===== src/rtl/random_nibble_gen.sv =====
// ============================================================================
// random_nibble_gen
// ----------------------------------------------------------------------------
// Pseudo-random nibble source for the rope speed generator.
//
// A free-running 32-bit Galois LFSR steps on every clock. On a trigger the
// block walks through NUMBERS cycles. Each cycle it samples the low nibble of
// the LFSR into a shadow bank. When the last slot is captured, the whole
// shadow bank is copied into the registered output bank in a single edge.
// Because of that copy, the speed stage never observes a half-written bank.
//
// Optional feature (compile-time macro):
//   RANDOM_AUTO_REFRESH_EN  defined   -> trigger = request | startOfFrame
//                           undefined -> trigger = request (startOfFrame unused)
//
// Parameters:
//   NUMBERS  number of 4-bit values in the bank (1..16)
//   SEED     LFSR reset value and fallback reseed value (nonzero)
//   TAPS     Galois feedback mask
//
// Ports:
//   clk            in   system clock, rising-edge
//   resetN         in   asynchronous active-low reset
//   startOfFrame   in   one-cycle frame strobe from the VGA controller
//   request        in   level request for a new bank
//   reseed         in   one-cycle strobe, loads seed_in into the LFSR
//   seed_in        in   [31:0] new LFSR state (zero selects SEED instead)
//   randomnumbers  out  [NUMBERS-1:0][3:0] current coherent bank
//   valid          out  sticky, high once any bank has completed
//   busy           out  high while a bank is being filled
//   done           out  one-cycle pulse when a new bank lands
// ============================================================================
module random_nibble_gen #(
    parameter int unsigned NUMBERS = 9,
    parameter logic [31:0] SEED    = 32'hACE1_1234,
    parameter logic [31:0] TAPS    = 32'h8020_0003
) (
    input  logic                    clk,
    input  logic                    resetN,
    input  logic                    startOfFrame,
    input  logic                    request,
    input  logic                    reseed,
    input  logic [31:0]             seed_in,
    output logic [NUMBERS-1:0][3:0] randomnumbers,
    output logic                    valid,
    output logic                    busy,
    output logic                    done
);

    // A single-slot bank still needs a 1-bit index.
    localparam int unsigned    IDX_W    = (NUMBERS > 1) ? $clog2(NUMBERS) : 1;
    localparam logic [IDX_W-1:0] LAST_IDX = IDX_W'(NUMBERS - 1);

    typedef enum logic {
        IDLE = 1'b0,
        FILL = 1'b1
    } state_t;

    // ------------------------------------------------------------------------
    // State registers and their next-state values
    // ------------------------------------------------------------------------
    logic [31:0]              lfsr_q,   lfsr_d;
    state_t                   state_q,  state_d;
    logic [IDX_W-1:0]         index_q,  index_d;
    logic [NUMBERS-1:0][3:0]  shadow_q, shadow_d;
    logic [NUMBERS-1:0][3:0]  bank_q,   bank_d;
    logic                     valid_q,  valid_d;
    logic                     done_q,   done_d;

    logic [31:0]              lfsr_step;
    logic                     trigger;

    // ------------------------------------------------------------------------
    // Trigger selection
    // ------------------------------------------------------------------------
`ifdef RANDOM_AUTO_REFRESH_EN
    // Refill once per video frame even if the consumer never asks.
    assign trigger = request | startOfFrame;
`else
    // Frame strobe is not used in this build.
    assign trigger = request;
    logic unused_start_of_frame;
    assign unused_start_of_frame = startOfFrame;
`endif

    // ------------------------------------------------------------------------
    // LFSR next state
    // ------------------------------------------------------------------------
    // Galois step: shift right, fold the taps in when the bit shifted out
    // is 1. A nonzero state never steps to zero, so the only way to reach
    // zero would be a zero reseed. That case is mapped back to SEED.
    always_comb begin
        lfsr_step = lfsr_q >> 1;
        if (lfsr_q[0]) begin
            lfsr_step = (lfsr_q >> 1) ^ TAPS;
        end

        lfsr_d = lfsr_step;
        if (reseed) begin
            lfsr_d = (seed_in != 32'h0) ? seed_in : SEED;
        end
    end

    // ------------------------------------------------------------------------
    // Fill FSM, shadow bank and output bank
    // ------------------------------------------------------------------------
    // IDLE waits for a trigger. FILL captures the pre-step LFSR nibble into
    // shadow[index] on every edge. On the last slot, the new shadow contents
    // (including the nibble captured on that same edge) are copied to the
    // output bank in one step. A reseed takes priority over everything. In
    // FILL it abandons the partial bank without touching the output bank.
    // Triggers seen while in FILL are dropped, not queued.
    always_comb begin
        state_d  = state_q;
        index_d  = index_q;
        shadow_d = shadow_q;
        bank_d   = bank_q;
        valid_d  = valid_q;
        done_d   = 1'b0;

        case (state_q)
            IDLE: begin
                if (trigger && !reseed) begin
                    state_d = FILL;
                    index_d = '0;
                end
            end

            FILL: begin
                if (reseed) begin
                    state_d = IDLE;
                    index_d = '0;
                end else begin
                    shadow_d[index_q] = lfsr_q[3:0];
                    if (index_q == LAST_IDX) begin
                        bank_d  = shadow_d;
                        valid_d = 1'b1;
                        done_d  = 1'b1;
                        state_d = IDLE;
                        index_d = '0;
                    end else begin
                        index_d = index_q + 1'b1;
                    end
                end
            end

            default: begin
                state_d = IDLE;
                index_d = '0;
            end
        endcase
    end

    // ------------------------------------------------------------------------
    // Register update. Reset is asynchronous, so pulling resetN low mid-fill
    // clears everything at once.
    // ------------------------------------------------------------------------
    always_ff @(posedge clk or negedge resetN) begin
        if (!resetN) begin
            lfsr_q   <= SEED;
            state_q  <= IDLE;
            index_q  <= '0;
            shadow_q <= '0;
            bank_q   <= '0;
            valid_q  <= 1'b0;
            done_q   <= 1'b0;
        end else begin
            lfsr_q   <= lfsr_d;
            state_q  <= state_d;
            index_q  <= index_d;
            shadow_q <= shadow_d;
            bank_q   <= bank_d;
            valid_q  <= valid_d;
            done_q   <= done_d;
        end
    end

    // ------------------------------------------------------------------------
    // Outputs
    // ------------------------------------------------------------------------
    assign randomnumbers = bank_q;
    assign valid         = valid_q;
    assign done          = done_q;
    assign busy          = (state_q == FILL);

endmodule

===== config.mk =====
export PLATFORM = sky130hd
export DESIGN_NAME = random_nibble_gen
export DESIGN_NICKNAME = d
export VERILOG_FILES = /design/src/rtl/random_nibble_gen.sv
export SDC_FILE = /design/constraint.sdc
export NUM_CORES = 1
export LEC_CHECK = 0
export ABC_AREA = 1
export CAP_MARGIN = 10
export CORE_MARGIN = 3
export CORE_UTILIZATION = 48
export CTS_CLUSTER_DIAMETER = 200
export DETAILED_ROUTE_END_ITERATION = 10
export HOLD_SLACK_MARGIN = 0.03
export PLACE_DENSITY = 0.76
export SYNTH_ARGS = -nofsm -noshare
export SYNTH_HDL_FRONTEND = slang
export SYNTH_SLANG_ARGS = --single-unit

===== constraint.sdc =====
create_clock -name clk -period 1.4 [get_ports clk]
set_input_delay 0.21 -clock clk [delete_from_list [all_inputs] [get_ports clk]]
set_output_delay 0.21 -clock clk [all_outputs]
set_load 0.03 [all_outputs]

* Word-level counts from Yosys, hierarchy flattened
Cells that the tools add are included.
Word-level totals: bits in registers 111, input bits 37, output and inout port bits 39, logic and storage cells 54
Operators by class: add/sub/neg operators 1, magnitude comparators 2, eq/ne operators 2, muxes and demuxes 17, bitwise gates (word level) 3, reduce and logical (&&, ||, !) cells 6
Operator list (number):
- $mux W32 | 3
- $bwmux W36 | 1
- $reduce_bool A32 Y1 | 1
- $demux W4 S4 | 1
- $mux W4 | 4
- $pmux W4 S2 | 1
- $mux W1 | 6
- $lt A4 B5 Y1 const B | 1
- $add A4 B1 Y4 const B | 1
- $eq A4 B4 Y1 const B | 1
- $ge A4 B1 Y1 const B | 1
- $not A3 Y4 | 1
- $reduce_and A3 Y1 | 1
- $logic_and A1 B1 Y1 | 2
- $ne A2 B2 Y1 const B | 1
- $not A1 Y1 | 2
- $pmux W1 S2 | 1
- $reduce_and A2 Y1 | 1
- $logic_not A1 Y1 | 1

* Depth between registers and ports, before layout
Gate-level depths: netlist of run 1.
word-level depth 5, gate-level depth with buffers 9, mapped depth without buffers 7

* Worst setup path after synthesis of run 1
Ideal clock, no wire load.
kind register to register, start reg index_q[0], end reg bank_q (netlist bit randomnumbers[0]), setup time 132 ps, arrival time 1305 ps, data required time 1268 ps, setup slack -37 ps, stages on the path, launching flop included 10, buffers on the path 2, clock period less this slack 1437 ps, path through dfrtp_1 > inv_1 > ha_1 > nand2_1 > nor2_4 > inv_2 > buf_6 > buf_6 > nand2_1 > o21ai_1
Between the ends: longest elaborated chain between the ends 5, elaborated cells between the ends (all ways) 8, those cells by class order compare: 2; eq/ne: 1; mux: 3; reduce/logical: 2
Ends and longest elaborated chain:
- start: declaration | line 64 | logic [IDX_W-1:0] index_q, index_d;
- start signal: assignment | line 170 | index_q <= index_d;
- $lt A4 B5 Y1 (not written as such) or $ge A4 B1 Y1 (tied branches) | line 134 | shadow_d[index_q] = lfsr_q[3:0];
- $logic_and A1 B1 Y1 (not written as such) | line 134
- $mux W4 (not written as such) | line 134
- $demux W4 S4 | line 134
- $bwmux W36 | line 134
- end signal: assignment | line 172 | bank_q <= bank_d;
- end: declaration | line 66 | logic [NUMBERS-1:0][3:0] bank_q, bank_d;
Parallel ways exist; a longest one is shown, timed or not. A chain may end at the register's enable or synchronous reset.

* Worst setup path after layout of run 1
start reg index_q[0], end reg bank_q (netlist bit randomnumbers[13])
The elaborated chain is that of the path after synthesis.

==> impl_metrics.csv, run 1 <==
group,metric,value,unit
status,status,"finished, violations left",
status,violations,"setup timing",
detailed_routing,first_iter_violations,223,
floorplan,start_util,49.7,%
clock_network,root_buffer,"clkbuf_8",
detailed_routing,drc,0,
clock_network,clkTransAtPathRegs,100,ps
cells_and_area,diodes,0,
synth,ys_ff_latch,107,
critical_path,critical_path_class,"reg -> reg",
cells_and_area,areaGrowthSynthToFinish,35.5,%
power,power_leakage,3.13,nW
placed_design,portBuffers,74,
floorplan,fp.dieH,104,um
synth,synth_area_leaders,"dfrtp_1 (51%), nand2_1 (19%), dfstp_2 (7.4%)",
sta,final.setup.worst_slack,-193,ps
global_route,grt_first_pass_wirelength,17200,um
synth,synth_edf_count,0,
synth,yosys_warnings,0,
sta,worst_pin_slew,415,ps
critical_path,r2r_end,"randomnumbers[13]",
global_route,antenna_found_initial,0,
synth,synth.most_common_cell,"nand2_1",
sta,holdWs,302,ps
detailed_routing,drt_pass1_iterations,5,
critical_path,reg2reg_depth,9,
floorplan,core_area,0.00928,sq mm
global_route,grt_max_degree,33,
synth,netlist_instances,552,
detailed_routing,wire_per_inst,14.2,um
worst_hold_path,hold_class,"in -> async",
global_route,grt.total_usage,19.4,%
sta,rsz0062_at_grt,"yes",
global_route,grt_pass1_vias,3664,
critical_path,crit_fanout,8,
global_route,gr-total-overflow,0,
placed_design,post-dp-hpwl,7220,um
critical_path,cp_data_required_time,1660,ps
critical_path,cp-end-kind,"flop",
sta,fin_skew,11.2,ps
floorplan,die_w,104,um
sta,hold_violations,0,
critical_path,r2r-start,"index_q[0]",
detailed_routing,drtAntennaViolNets,0,
detailed_routing,via_per_inst,5.04,
floorplan,num_rows,35,
placed_design,dp_slack,-183,ps
clock_network,ctsLongestPathBuffers,2,
critical_path,cp-start-kind,"flop",
synth,seq_area_frac_synth,58.4,%
floorplan,pin_count,76,
power,p_per_area,1140,mW/mm^2
sta,slew_viol_final,0,
sta,period_minus_slack,1590,ps
critical_path,arrival,1860,ps
synth,synthTopCellsByCount,"nand2_1 (229), dfrtp_1 (94), nor2_1 (77), o21ai_0 (37), a21oi_1 (20)",
clock_network,cts.sinks,107,
synth,ys.flop_type,"dfrtp_1",
clock_network,ctsHtreeMaxLevel,3,
critical_path,r2r_setup_slack,-190,ps
sta,max-slew-margin-rel,72.3,%
synth,synth_nets,593,
detailed_routing,via_count,4009,
sta,finalCritPeriodShare,114,%
synth,synth.distinct_cells,23,
synth,yosysTopAreaCellShare,51.0,%
floorplan,fp.dieArea,0.0108,sq mm
detailed_routing,finalWirelength,11300,um
cells_and_area,drive_gt1_share,23.9,%
placed_design,gp_congestion,0.801,
power,peakVddDrop,0.000543,V
sta,finalSetupViolations,55,
sta,fmax,628,MHz
flow_run,maxCapViolCount,0,
clock_network,clk_latency,370,ps
synth,synth-async-reset-ratio,100,%
cells_and_area,final_nets,702,
synth,syn-cell-area,0.00461,sq mm
clock_network,cts_buffers,9,
clock_network,cts_tree,"built",
synth,synth.avg_cell_area,8.36,sq um
synth,synth_top_area_cell,"dfrtp_1",
-- repair_timing --
action | in CTS | in global routing
pin swaps | 1 | 7
cloned | 0 | 4
gates resized for setup | 64 | 76
endpoints found under the hold margin | 26 | 0
buffers inserted | 1 | 9
hold buffers | 1 | 0
endpoints found under the setup margin | 97 | 71
-- registers in the layout (all words and copies together) (netlist names) --
| register | flops |
|---|---|
| busy | 1 |
| lfsr_q | 32 |
| randomnumbers | 36 |
| shadow_q | 32 |
| index_q | 4 |
| done | 1 |
| valid | 1 |
-- cell families after synthesis --
logic type / after synthesis / share of synthesized area [%]
compound gates: 76 / 8.38
fa+ha+maj: 4 / 1.08
xor+xnor: 2 / 0.380
buf+inv: 35 / 3.96
flops: 107 / 58.4
simple gates: 328 / 27.8
-- worst max-delay path, cell delays in order, from the launching register on --
cell,delay (ps)
dfrtp_1,410
inv_2,110
buf_12,110
ha_4,140
nand2_4,60
nor2_4,180
clkinv_4,160
clkbuf_16,210
nand2_2,50
o21ai_1,50
-- final cells by class --
class,instances,area [sq um]
clock buffer,10,138
sequential,107,2700
fill,743,3030
multi-input combinational,410,1980
clock inverter,6,50.0
timing repair buffer,122,1180
inverter,11,46.3
tap,129,161
-- metrics by stage --
step | utilization, % | instances | total power [W] | TNS [ps] | cell area [sq um]
final | 67.4 | 795 | 0.00712 | -7180 | 6250
after global routing | 67.4 | 795 | 0.00747 | -10050 | 6250
after CTS | 63.6 | 782 | 0.00683 | -1270 | 5900
after detailed placement | 61.1 | 764 | 0.00502 | -9570 | 5670
after global placement | 61.1 | 764 | 0.00493 | -6350 | 5670
after floorplan | - | 552 | 0.00445 | 0 | 4620
-- report_power, final --
| part | internal (W) | switching (W) |
|---|---|---|
| registers | 0.00349 | 0.000249 |
| logic | 0.000676 | 0.000915 |
| clock network | 0.000711 | 0.00108 |
| total | 0.00488 | 0.00224 |
-- how the worst max path moves through the flow --
| stage | start | end | cells past startpoint |
|---|---|---|---|
| 3_3_place_gp | reseed | randomnumbers[20] | 8 |
| 6_report | index_q[0] | randomnumbers[13] | 9 |
| 2_1_floorplan | index_q[1] | randomnumbers[0] | 9 |
| 4_1_cts | index_q[0] | randomnumbers[1] | 8 |
| 3_5_place_dp | reseed | randomnumbers[33] | 8 |
| 5_1_grt | index_q[0] | randomnumbers[12] | 9 |
-- routing by layer --
layer / wire length [um] / GRT usage [%]
met2: 5620 / 32.9
met1: 4840 / 25.7
met3: 605 / 2.79
met4: 252 / 6.17
met5: 0 / 0
-- layout by cell type (no fill, tap or decap), drive strengths merged --
cell type,netlist,layout
o22ai,1,1
nor2,78,78
o21bai,1,1
clkdlybuf4s50,0,34
clkbuf,6,15
a21oi,20,20
nand3,6,6
xor2,2,2
dfstp,13,13
buf,18,46
nand2,230,230
o31ai,1,1
dfrtp,94,94
clkdlybuf4s15,0,4
clkinv,3,7
dlygate4sd2,0,32
or2,14,14
inv,8,8
dlygate4sd3,0,1
clkinvlp,0,2
ha,4,4
o21ai,53,53
Note: power is estimated with default switching activity, not from simulation.
==> run 2, diff against run 1 <==
- CAP_MARGIN: 10 -> unset
- CELL_PAD_IN_SITES_DETAIL_PLACEMENT: unset -> 0
- CELL_PAD_IN_SITES_GLOBAL_PLACEMENT: unset -> 2
- CORE_UTILIZATION: 48 -> 28
- MAX_ROUTING_LAYER: unset -> met4
- PLACE_DENSITY: 0.76 -> unset
- PLACE_DENSITY_LB_ADDON: unset -> 0.1
==> run 2 against run 1 <==
Sequential cell count unchanged. Via count down 3.9%. Hold slack better by 120 ps. Maximum frequency up 14%. Combinational power down 4%. The flow now finishes without violations. Clock power up 42%. Final cell count up 13%. Setup slack better by 200 ps. Critical path type unchanged. Count of clock-buffer cells in the layout down 1. Sequential power about the same. Cell area up 3.7%.
==> impl_metrics.csv, run 2 (same netlist as run 1, synthesis figures left out) <==
group,metric,value,unit
status,status,"completed",
floorplan,start_util,28.8,%
sta,hold_violations,0,
global_route,grt_pass1_vias,3916,
critical_path,cp-start-kind,"flop",
placed_design,portBuffers,74,
power,peakVddDrop,0.000622,V
clock_network,cts.sinks,107,
power,p_per_area,1200,mW/mm^2
sta,period_minus_slack,1390,ps
flow_run,maxCapViolCount,0,
clock_network,cts_buffers,9,
detailed_routing,finalWirelength,11800,um
sta,fmax,719,MHz
global_route,grt.total_usage,14.2,%
sta,finalSetupTns,0,ps
global_route,grt_first_pass_wirelength,19700,um
global_route,gr-total-overflow,0,
detailed_routing,drt_pass1_iterations,4,
critical_path,r2r-start,"index_q[1]",
sta,max-slew-margin-rel,68.4,%
floorplan,fp.dieArea,0.0181,sq mm
detailed_routing,drc,0,
detailed_routing,first_iter_violations,240,
critical_path,cp_cell_sequence,"inv_2 > ha_4 > nand2_4 > nor2_4 > inv_6 > buf_12 > nand2_1 > o21ai_1",
cells_and_area,areaGrowthSynthToFinish,40.6,%
clock_network,clk_latency,350,ps
detailed_routing,via_count,3853,
cells_and_area,largest_reg_flops,36,
power,power_leakage,3.25,nW
sta,holdWs,424,ps
critical_path,crit_fanout,16,
detailed_routing,wire_per_inst,13.2,um
floorplan,die_w,134,um
sta,finalSetupViolations,0,
cells_and_area,final_nets,717,
sta,rsz0062_at_grt,"yes",
cells_and_area,final_area,0.00649,sq mm
floorplan,pin_count,76,
critical_path,critical_path_class,"reg -> reg",
floorplan,fp.dieH,134,um
sta,worst_pin_slew,474,ps
clock_network,ctsLongestPathBuffers,2,
global_route,grt.busiest_layer,"met2",
critical_path,cpMaxStageDelayCell,"dfrtp_1",
placed_design,gp_congestion,0.747,
cells_and_area,layout_commonest_cell,"nand2_1",
sta,slew_viol_final,0,
critical_path,cp_data_required_time,1630,ps
global_route,use_met2,22.3,%
clock_network,ctsHtreeMaxLevel,3,
clock_network,root_buffer,"clkbuf_16",
floorplan,num_rows,46,
floorplan,core_area,0.0160,sq mm
detailed_routing,via_per_inst,4.30,
detailed_routing,drtAntennaViolNets,0,
cells_and_area,diodes,0,
global_route,antenna_found_initial,0,
sta,finalCritPeriodShare,99.4,%
critical_path,reg2reg_depth,8,
critical_path,cp-end-kind,"flop",
critical_path,r2r_end,"randomnumbers[10]",
placed_design,postPlaceCellArea,0.00592,sq mm
global_route,grt_use_met1,18.3,%
sta,fin_skew,4.04,ps
critical_path,critical-path-max-stage-delay,420,ps
placed_design,post-dp-hpwl,7990,um
worst_hold_path,hold_class,"in -> async",
clock_network,cts_tree,"built",
global_route,grt_max_degree,83,
critical_path,arrival,1620,ps
clock_network,clkTransAtPathRegs,70,ps
cells_and_area,final_cell_mix,"nand2_1 (223), dfrtp_1 (94), nor2_1 (75)",
cells_and_area,drive_gt1_share,21.9,%
global_route,use_met3,2.14,%
critical_path,r2r_setup_slack,9,ps
run 2: stage by stage:
step | util (%) | total power, W | setup slack [ps] | std cells
finish | 40.5 | 0.00779 | 8.64 | 897
CTS | 39.8 | 0.00781 | -25.7 | 896
global route | 40.5 | 0.00827 | -84.8 | 897
floorplan | - | 0.00445 | 15.2 | 552
detailed placement | 37.0 | 0.00509 | -223 | 871
global placement | 37.0 | 0.00505 | -190 | 871
run 2: repair_timing:
item / 4_1_cts / 5_1_grt
hold endpoints to repair: 94 / 0
cloned: 2 / 0
endpoints found under the setup margin: 94 / 67
hold buffers: 1 / 0
setup buffers: 7 / 1
resized for setup: 72 / 39
pin swaps: 2 / 2
run 2: worst max-delay path by stage:
stage	to	slack (ps)	start
detailed placement	lfsr_q[22]	-220	seed_in[0]
global placement	lfsr_q[2]	-190	seed_in[0]
finish	randomnumbers[10]	9	index_q[1]
floorplan	randomnumbers[0]	20	index_q[1]
global route	randomnumbers[13]	-80	index_q[1]
CTS	valid	-30	index_q[1]
run 2: where the power goes:
| group | internal (W) | switching [W] | total [W] |
|---|---|---|---|
| registers | 0.00349 | 0.000216 | 0.00371 |
| clock network | 0.00138 | 0.00117 | 0.00255 |
| logic | 0.000664 | 0.000868 | 0.00153 |
| total | 0.00554 | 0.00226 | 0.00779 |
run 2: routing by layer:
layer,share of wire (%),vias to the layer above
met4,2.1,0
met1,48,1782
met5,0,-
li1,-,1985
met2,47,70
met3,3.0,16
run 2: final cells by class:
class                   instances  area, sq um
repair buffers                137         1280
well taps                     216          270
multi-input cells             410         1900
clock inverters                 7         68.8
fillers                      1663         9510
flip-flops and latches        107         2690
inverters                      11         46.3
clock buffers                   9          225
run 2: worst max-delay path, delay by kind of cell, from the launching register on:
family | cells | cell delay (ps)
fa+ha+maj | 1 | 170
simple gates | 3 | 250
compound gates | 1 | 50
buf+inv | 3 | 360
flops | 1 | 420
==> run 3, diff against run 2 <==
- RECOVER_POWER: unset -> 25
==> run 3 against run 2 <==
Clock power about the same. Hold slack improved by 0.74 ps. Cell area is 0.23% lower. Non-clock buffer count did not move. Global-route usage unchanged. Clock skew hardly changed. Maximum frequency barely moved. Critical path depth is the same. Sequential share of layout area rose by 0.096 points. Sequential power hardly changed. Critical path type unchanged.
==> impl_metrics.csv, run 3 (same netlist as run 1, synthesis figures left out) <==
group,metric,value,unit
status,status,"completed",
critical_path,cp-start-kind,"flop",
clock_network,clkTransAtPathRegs,70,ps
critical_path,r2r_setup_slack,9,ps
placed_design,post-dp-hpwl,7990,um
cells_and_area,areaGrowthSynthToFinish,40.2,%
sta,fin_skew,4.04,ps
sta,holdWs,424,ps
sta,rsz0062_at_grt,"yes",
placed_design,dp_cells,871,
placed_design,portBuffers,74,
critical_path,r2r_end,"randomnumbers[10]",
floorplan,core_area,0.0160,sq mm
cells_and_area,final_cell_mix,"nand2_1 (223), dfrtp_1 (94), nor2_1 (75)",
power,p_per_area,1200,mW/mm^2
power,power_leakage,3.24,nW
global_route,gr-total-overflow,0,
power,intPower,0.00553,W
critical_path,cp_data_required_time,1630,ps
sta,fmax,719,MHz
global_route,grt.total_usage,14.2,%
sta,hold_violations,0,
worst_hold_path,whs_endpoint,"lfsr_q[13]",
detailed_routing,via_per_inst,4.29,
cells_and_area,diodes,0,
flow_run,maxCapViolCount,0,
floorplan,pin_count,76,
floorplan,fp.dieH,134,um
detailed_routing,drtAntennaViolNets,0,
cells_and_area,layout_commonest_cell,"nand2_1",
clock_network,ctsLongestPathBuffers,2,
cells_and_area,drive_gt1_share,21.7,%
critical_path,reg2reg_depth,8,
worst_hold_path,hold_depth,3,
floorplan,start_util,28.8,%
worst_hold_path,worstHoldStart,"seed_in[13]",
critical_path,cp-end-kind,"flop",
global_route,grt_max_degree,83,
detailed_routing,finalWirelength,11800,um
placed_design,gp_congestion,0.747,
detailed_routing,drt_pass1_iterations,4,
cells_and_area,final_nets,717,
detailed_routing,wire_per_inst,13.2,um
global_route,antenna_found_initial,0,
worst_hold_path,hold_class,"in -> reg",
sta,finalSetupTns,0,ps
power,p_clk_share,32.8,%
power,switching_power,0.00226,W
power,p_sw_share,29.0,%
power,combPwrFrac,19.6,%
power,peakVddDrop,0.000622,V
clock_network,cts_buffers,9,
detailed_routing,first_iter_violations,243,
global_route,grt_pass1_vias,3916,
sta,max-slew-margin-rel,47.8,%
cells_and_area,largest_reg_flops,36,
clock_network,root_buffer,"clkbuf_16",
sta,slew_viol_final,0,
detailed_routing,drc,0,
critical_path,crit_fanout,16,
critical_path,critical_path_class,"reg -> reg",
detailed_routing,via_count,3850,
sta,period_minus_slack,1390,ps
clock_network,ctsHtreeMaxLevel,3,
floorplan,num_rows,46,
sta,finalCritPeriodShare,99.4,%
floorplan,die_w,134,um
clock_network,cts_tree,"built",
clock_network,clk_latency,350,ps
global_route,grt_first_pass_wirelength,19700,um
critical_path,arrival,1620,ps
sta,worst_pin_slew,783,ps
cells_and_area,stdcell_count,897,
floorplan,fp.dieArea,0.0181,sq mm
clock_network,cts.sinks,107,
critical_path,r2r-start,"index_q[1]",
power,seq_power_share,47.6,%
sta,finalSetupViolations,0,
-- run 3: critical path, stage by stage, from the launching register on --
cell,delay (ps)
dfrtp_1,420
inv_2,110
ha_4,170
nand2_4,60
nor2_4,140
inv_6,90
buf_12,160
nand2_1,50
o21ai_1,50
-- run 3: routing by layer --
layer,track usage (%),wire length (um)
met5,-,0
met2,22.3,5530
met4,5.77,252
met3,2.14,356
met1,18.3,5700
-- run 3: repair_timing --
item | CTS | global route
pin swaps | 2 | 2
endpoints found under the hold margin | 94 | 0
gates cloned | 2 | 0
gates resized for setup | 72 | 39
endpoints found under the setup margin | 94 | 67
hold buffers | 1 | 0
setup buffers | 7 | 1
-- run 3: area by class of cell --
| class | instances | area (sq um) |
|---|---|---|
| Fill cell | 1666 | 9530 |
| Sequential cell | 107 | 2690 |
| Multi-Input combinational cell | 410 | 1900 |
| Timing Repair Buffer | 137 | 1260 |
| Tap cell | 216 | 270 |
| Clock buffer | 9 | 225 |
| Clock inverter | 7 | 68.8 |
| Inverter | 11 | 46.3 |
-- run 3: metrics by stage --
step | instance area, sq um | total power, W | worst slack (ps) | util [%]
final | 6470 | 0.00779 | 8.93 | 40.4
after global routing | 6470 | 0.00826 | -84.8 | 40.4
after CTS | 6370 | 0.00781 | -25.7 | 39.8
after detailed placement | 5920 | 0.00509 | -223 | 37.0
after global placement | 5920 | 0.00505 | -190 | 37.0
after floorplan | 4620 | 0.00445 | 15.2 | -
-- run 3: power by group through the flow --
| stage | sequential, W | combinational, W | clock (W) |
|---|---|---|---|
| detailed placement | 0.00373 | 0.00136 | 0 |
| global route | 0.00375 | 0.00174 | 0.00278 |
| finish | 0.00371 | 0.00153 | 0.00256 |
| floorplan | 0.00375 | 0.000700 | 0 |
| global placement | 0.00372 | 0.00133 | 0 |
| CTS | 0.00368 | 0.00146 | 0.00266 |
-- run 3: worst max-delay path by stage --
stage | cells past startpoint | slack (ps) | start | endpoint
4_1_cts | 7 | -30 | index_q[1] | valid
5_1_grt | 8 | -80 | index_q[1] | randomnumbers[13]
3_5_place_dp | 9 | -220 | seed_in[0] | lfsr_q[22]
2_1_floorplan | 9 | 20 | index_q[1] | randomnumbers[0]
3_3_place_gp | 9 | -190 | seed_in[0] | lfsr_q[2]
6_report | 8 | 9 | index_q[1] | randomnumbers[10]
